==> src/rtl/execute_cycle.sv <==
// Execute stage of the RV32I pipeline: operand forwarding, ALU, branch
// resolution and the E/M pipeline register feeding the memory stage.
module execute_cycle #(
    parameter int unsigned XLEN = 32
) (
    input  logic            clk,
    input  logic            rst,
    input  logic            RegWriteE,
    input  logic            ALUSrcE,
    input  logic            MemWriteE,
    input  logic [1:0]      ResultSrcE,
    input  logic            BranchE,
    input  logic [2:0]      ALUControlE,
    input  logic [XLEN-1:0] RD1_E,
    input  logic [XLEN-1:0] RD2_E,
    input  logic [XLEN-1:0] Imm_Ext_E,
    input  logic [4:0]      RD_E,
    input  logic [XLEN-1:0] PCE,
    input  logic [XLEN-1:0] PCPlus4E,
    input  logic [XLEN-1:0] ResultW,
    input  logic [1:0]      ForwardA_E,
    input  logic [1:0]      ForwardB_E,
    output logic            PCSrcE,
    output logic [XLEN-1:0] PCTargetE,
    output logic            RegWriteM,
    output logic            MemWriteM,
    output logic [1:0]      ResultSrcM,
    output logic [4:0]      RD_M,
    output logic [XLEN-1:0] PCPlus4M,
    output logic [XLEN-1:0] WriteDataM,
    output logic [XLEN-1:0] ALU_ResultM
);

    logic [XLEN-1:0] srcA;
    logic [XLEN-1:0] fwdB;
    logic [XLEN-1:0] srcB;
    logic [XLEN-1:0] aluResult;
    logic            zeroE;

    // Operand A forward select; code 11 falls back to the register file value
    always_comb begin
        case (ForwardA_E)
            2'b01:   srcA = ResultW;
            2'b10:   srcA = ALU_ResultM;
            default: srcA = RD1_E;
        endcase
    end

    // Operand B forward select; this value is also the store data
    always_comb begin
        case (ForwardB_E)
            2'b01:   fwdB = ResultW;
            2'b10:   fwdB = ALU_ResultM;
            default: fwdB = RD2_E;
        endcase
    end

    assign srcB = ALUSrcE ? Imm_Ext_E : fwdB;

    // ALU; carries and overflow are dropped, unused codes yield zero
    always_comb begin
        aluResult = '0;
        case (ALUControlE)
            3'b000:  aluResult = srcA + srcB;
            3'b001:  aluResult = srcA - srcB;
            3'b010:  aluResult = srcA & srcB;
            3'b011:  aluResult = srcA | srcB;
            3'b101:  aluResult = {{(XLEN-1){1'b0}}, ($signed(srcA) < $signed(srcB))};
            default: aluResult = '0;
        endcase
    end

    assign zeroE     = (aluResult == '0);
    assign PCSrcE    = BranchE & zeroE;
    assign PCTargetE = PCE + Imm_Ext_E;

    // E/M pipeline register, cleared asynchronously by reset
    always_ff @(posedge clk or posedge rst) begin
        if (rst) begin
            RegWriteM   <= 1'b0;
            MemWriteM   <= 1'b0;
            ResultSrcM  <= '0;
            RD_M        <= '0;
            PCPlus4M    <= '0;
            WriteDataM  <= '0;
            ALU_ResultM <= '0;
        end else begin
            RegWriteM   <= RegWriteE;
            MemWriteM   <= MemWriteE;
            ResultSrcM  <= ResultSrcE;
            RD_M        <= RD_E;
            PCPlus4M    <= PCPlus4E;
            WriteDataM  <= fwdB;
            ALU_ResultM <= aluResult;
        end
    end

endmodule
==> config.mk <==
export PLATFORM = sky130hd
export DESIGN_NAME = execute_cycle
export DESIGN_NICKNAME = d
export VERILOG_FILES = /design/src/rtl/execute_cycle.sv
export SDC_FILE = /design/constraint.sdc
export NUM_CORES = 1
export LEC_CHECK = 0
export BUFFER_PORTS_ARGS = -buffer_cell sky130_fd_sc_hd__clkbuf_2
export CAP_MARGIN = 20
export CORE_ASPECT_RATIO = 1.5
export CORE_MARGIN = 1.5
export CORE_UTILIZATION = 55
export DETAILED_ROUTE_END_ITERATION = 10
export HOLD_SLACK_MARGIN = 0.15
export PLACE_DENSITY = 0.95
export REMOVE_ABC_BUFFERS = 1
export SLEW_MARGIN = 15
export SYNTH_ARGS = -nofsm -noshare
export SYNTH_HDL_FRONTEND = slang
export SYNTH_SLANG_ARGS = --single-unit
==> constraint.sdc <==
create_clock -name clk -period 25.1 [get_ports clk]
set_clock_uncertainty 0.2 [all_clocks]
set_input_delay 6.275 -clock clk [delete_from_list [all_inputs] [get_ports clk]]
set_output_delay 6.275 -clock clk [all_outputs]
set_load 0.05 [all_outputs]
# After elaboration in Yosys (flattened, before gate mapping)
# Index checks and enable logic that the tools add are counted.
[totals]
latchBits = 0
reg_bits = 105
input_bits = 212
output_inout_bits = 138
romBits = 0
n_memories = 0
ramBits = 0
word_cells = 28
[classes]
reduce_logical = 2
multipliers = 0
eq_ne = 8
div = 0
muxes = 4
shift = 0
n_lt_le_gt_ge = 1
addsub = 3
bitwise = 3
[ops]
columns = ["op", "n"]
rows = [
  ["32-bit case mux with 5 select lines", 1],
  ["32-bit case mux with 2 select lines", 2],
  ["32-bit adder", 2],
  ["32-bit bitwise AND", 1],
  ["32-bit logical NOT", 1],
  ["32-bit < comparator", 1],
  ["32-bit two-way mux", 1],
  ["32-bit bitwise OR", 1],
  ["32-bit subtractor", 1],
  ["3-bit by 2-bit equality test with 1-bit output, second input constant", 2],
  ["2-bit by 1-bit equality test with 1-bit output, second input constant", 2],
  ["2-bit equality test, second input constant", 2],
  ["3-bit by 1-bit equality test with 1-bit output, second input constant", 1],
  ["3-bit equality test, second input constant", 1],
  ["3-bit logical NOT", 1],
  ["1-bit bitwise AND", 1],
]

# Depth between registers and ports, before layout
[depth]
word_depth = 7
depth_mapped = 21

# Worst setup path after synthesis
# OpenSTA, ideal clock, no wires.
[synth_path]
kind = "input to output"
startpoint = "input ForwardB_E[0]"
endpoint = "output PCSrcE"
setup_slack_ps = 7501
cell_stages = 20
arrival_ps = 11124
t_required_ps = 18625
n_path_buf = 2
cell_sequence = "inv_1 -> ha_1 -> clkbuf_1 -> buf_1 -> a21oi_1 -> o21ai_0 -> ha_1 -> inv_1 -> fa_1 -> and2b_1 -> o211ai_2 -> a21oi_1 -> o211ai_2 -> and2_1 -> o2111a_1 -> or3_2 -> or4_4 -> nor4_2 -> nand2_1 -> nor3_2"
[synth_between]
elab_chain_len = 7
[synth_rtl]
columns = ["element", "line", "source"]
rows = [
  ["from (decl)", "22", "input logic [1:0] ForwardB_E,"],
  ["2-bit equality test / 2-bit by 1-bit equality test with 1-bit output (equally long branches)", "51", "case (ForwardB_E)"],
  ["32-bit case mux with 2 select lines (*)", "51", ""],
  ["32-bit two-way mux (*)", "58", "assign srcB = ALUSrcE ? Imm_Ext_E : fwdB;"],
  ["32-bit subtractor, or another cell as far along", "65", "3'b001: aluResult = srcA - srcB;"],
  ["32-bit case mux with 5 select lines (*)", "63", "case (ALUControlE)"],
  ["via aluResult[22]", "37", "logic [XLEN-1:0] aluResult;"],
  ["32-bit logical NOT (*)", "73", "assign zeroE = (aluResult == '0);"],
  ["1-bit bitwise AND (*)", "74", "assign PCSrcE = BranchE & zeroE;"],
  ["to (decl)", "23", "output logic PCSrcE,"],
]
# The timed path passes the listed nets; every way through them passes the cells marked *.

# Worst setup path in the final report
[layout_path]
startpoint = "input ForwardB_E[0]"
endpoint = "output PCSrcE"
[layout_between]
elab_chain_len = 7
[layout_rtl]
columns = ["element", "line"]
rows = [
  ["2-bit equality test / 2-bit by 1-bit equality test with 1-bit output (equally long branches)", "51"],
  ["32-bit case mux with 2 select lines (*)", "51"],
  ["32-bit two-way mux (*)", "58"],
  ["32-bit subtractor, or another cell as far along", "65"],
  ["32-bit case mux with 5 select lines (*)", "63"],
  ["32-bit logical NOT (*)", "73"],
  ["1-bit bitwise AND (*)", "74"],
]
# Every way passes the cells marked *; elsewhere a longest branch is shown, timed or not.

==> metrics <==
Routed Antenna Nets=0; DRC Markers=0; outcome=completed; Final TNS setup=0 ps; Post-CTS Hold Fix Bufs=0; clk sink count=approximately 110; WL per Instance=23.9 um; root buffer cell=clkbuf_16; R2R Setup Slk=approximately 20000 ps; Hold Worst Slack=~490 ps; Port Buffer Count=around 350; maximum vdd ir drop=0.0356 mV; die area=between 20000 and 25000 um2; FP Rows=64; gr ovfl total=0; min-delay src=ALU_ResultM[2]; max_slew headroom=38.2%; Worst Setup End Kind=output pin; synth top area cells=dfrtp_1 23%, ha_1 16%, a21oi_1 5.2%, o21ai_0 5.1%, nand2_1 4.5%; DRT Wirelength=between 40000 and 50000 um; drt initial violations=roughly 1700; critical path type=primary input to output pin; layout cells sized above 1=about a quarter; Seq pwr share=a little under a quarter; number of global-route vias before repair=about 13000; final setup violation count=0; Slew Limit Fails=0; power density cells=62.8 nW/um2; initial antenna violation count=4; reg2reg start=ALU_ResultM[8]; placed cell count=2017; crit-path max cell delay=650 ps; GRT Overall Usage=between 40% and 50%; 1st-pass router iterations=6; Final min period=between 15000 and 20000 ps; Post-synth EDFFs=0; hold path endpoint=WriteDataM[2]; TritonCTS clock tree=yes; via count=between 10000 and 15000; cell area after synthesis=about 11000 um2; chip width=~120 um; top cell type's share of synthesized area=a little under a quarter; Top delay family on crit path=simple AND/OR/NAND/NOR gates; Synth area leader=dfrtp_1; synth warn=0; Die Span Y=180 um; fillcell total=approximately 1700; count leader, synth=ha_1; Synth Register Bits=105; hold path depth=4; RePlAce Congestion=about 1.0; global-route wire length before repair=~73000 um; register area share after synthesis=approximately 23%; WP data arrival=approximately 12000 ps; Critical Path RT=between 15000 and 20000 ps; setup bufs post-CTS=0; Clock Power Share=19.7%; slowest CP cell=ha_2; Sw Share=around half; slew of the pin with the lowest slew margin=between 900 and 1000 ps; Register-to-Register Path Depth=14; Synth Area per Inst=~7.8 um2; max cap viols=0; crit-path max FO=32; Switch Pwr=roughly 0.43 mW; core box area=20400 um2; startpoint types=primary input; count of different cell masters after synthesis=89; H-tree levels=3; RSZ-0062 raised after global routing=no; Starting Density=approximately 56%; Post-Syn Instances=1476; Gates resized, CTS repair=0; Clock Latency Late Sink=approximately 370 ps; top cells by count, synth=143 x ha_1, 138 x nand2_1, 132 x inv_1, 119 x a21oi_1, 119 x nor2_1; clk buf depth=2; sequence of cells on the critical path=clkbuf_2 -> inv_1 -> ha_2 -> a22oi_1 -> nor2_1 -> a21oi_1 -> o21ai_0 -> ha_1 -> inv_1 -> fa_1 -> and2b_1 -> o22ai_1 -> mux2_2 -> xnor2_1 -> a2111o_1 -> a2111oi_0 -> nor4b_1 -> nand4b_1 -> nor4_2 -> nand2_1 -> nor3_2 -> clkbuf_2; Tot Pwr=0.851 mW; Leakage=roughly 6.9 nW; Hold Fails Final Rpt=0; Async S/R FF share, synth=100%; FMAX=0.0534 GHz; Worst Path Buf+Inv=4; final critical-path share of the clock period=~75%; Post-DP HPWL=~38000 um; Reg clk slew, reported paths=80 ps; largest net degree at the start of global routing=84; fin cells=about 2000; vias per inst=6.56; Nets=between 2000 and 2500; P_int=around 0.42 mW; IO Pins=between 300 and 400; Num CTS Buffers=9; predominant post-synthesis flop cell=dfrtp_1; worst hold path class=register to register; Synth-to-Final Area Change=18.5%; combinational power share=approximately 57%; R2R Path End=ALU_ResultM[27]
-- logic make-up after synthesis --
logic type | share of synthesized area [%]
AOI/OAI and AO/OA | 29.4
and+or+nand+nor | 19.0
muxes | 1.57
xor gates and xnor gates | 2.99
DFF | 23.0
buffers and inverters | 7.87
adders and majority gates | 16.2
-- flip-flops by register name (all words and copies together) (netlist names) --
signal,cells
RegWriteM,1
MemWriteM,1
ALU_ResultM,32
RD_M,5
PCPlus4M,32
WriteDataM,32
ResultSrcM,2
-- worst reg2reg max path: cells and delay by family (launching register included) --
kind                     cells  cell delay (ps)
AO/OA/AOI/OAI               10             2810
adder cells (fa/ha/maj)      1              650
flip-flops                   1              420
multiplexers                 1              340
AND/OR/NAND/NOR              2              190
-- stage by stage --
stage | setup WS, ps | utilization, % | area [um2]
after floorplan | 7010 | - | 11000
after global placement | 6670 | 64.7 | 13200
after detailed placement | 6570 | 64.7 | 13200
after CTS | 6560 | 66.4 | 13500
after global routing | 6140 | 66.4 | 13600
final | 6380 | 66.4 | 13600
-- power groups by stage --
stage | Clock [mW] | Combinational, mW | Sequential (mW)
2_1_floorplan | 0 | 0.264 | 0.263
3_3_place_gp | 0 | 0.463 | 0.203
3_5_place_dp | 0 | 0.466 | 0.203
4_1_cts | 0.167 | 0.469 | 0.200
5_1_grt | 0.173 | 0.510 | 0.202
6_report | 0.168 | 0.483 | 0.201
-- final cells by class --
cell class	instances	area [um2]	area share (%)
diodes	3	7.51	0.0554
clock buffers	9	225	1.66
clock inverters	7	114	0.840
inverters	132	498	3.67
multi-input cells	1155	7920	58.4
flip-flops and latches	105	2630	19.4
well taps	264	330	2.44
repair buffers	361	1840	13.5
-- worst max path at each step --
stage | start | endpoint | slack, ps | depth (start not counted)
after floorplan | ForwardB_E[0] | PCSrcE | 7010 | 18
after global placement | ForwardB_E[0] | PCSrcE | 6670 | 22
after detailed placement | ForwardB_E[0] | PCSrcE | 6570 | 22
after CTS | ForwardB_E[0] | PCSrcE | 6560 | 22
after global routing | ForwardB_E[0] | PCSrcE | 6140 | 22
final | ForwardB_E[0] | PCSrcE | 6380 | 22
-- metal layers --
metal  routed length, um  vias up  track usage [%]
met1               17900     6182             54.1
met3                5860      239             12.0
met4                3000        2             23.0
met2               21800     1042             69.4
li1                    -     5890                -
met5                  12        -                0
-- cells in the final DEF (no fill, tap or decap), drive strengths merged, types with 10 or more instances in the layout --
cell	instances
nand4	13
xor2	10
and2	10
clkbuf	357
ha	143
nand3	12
a31oi	11
xnor2	29
a211oi	20
or2	11
o211ai	14
nand2b	16
buf	13
a22oi	64
o21bai	10
a21oi	120
a2111oi	11
nor3	35
and3	14
dfrtp	105
nor2b	17
o21ai	117
a21o	32
nand2	138
nor2	119
o21a	15
inv	134
o31ai	13
or3	16
Note: power is estimated with default switching activity, not from simulation.
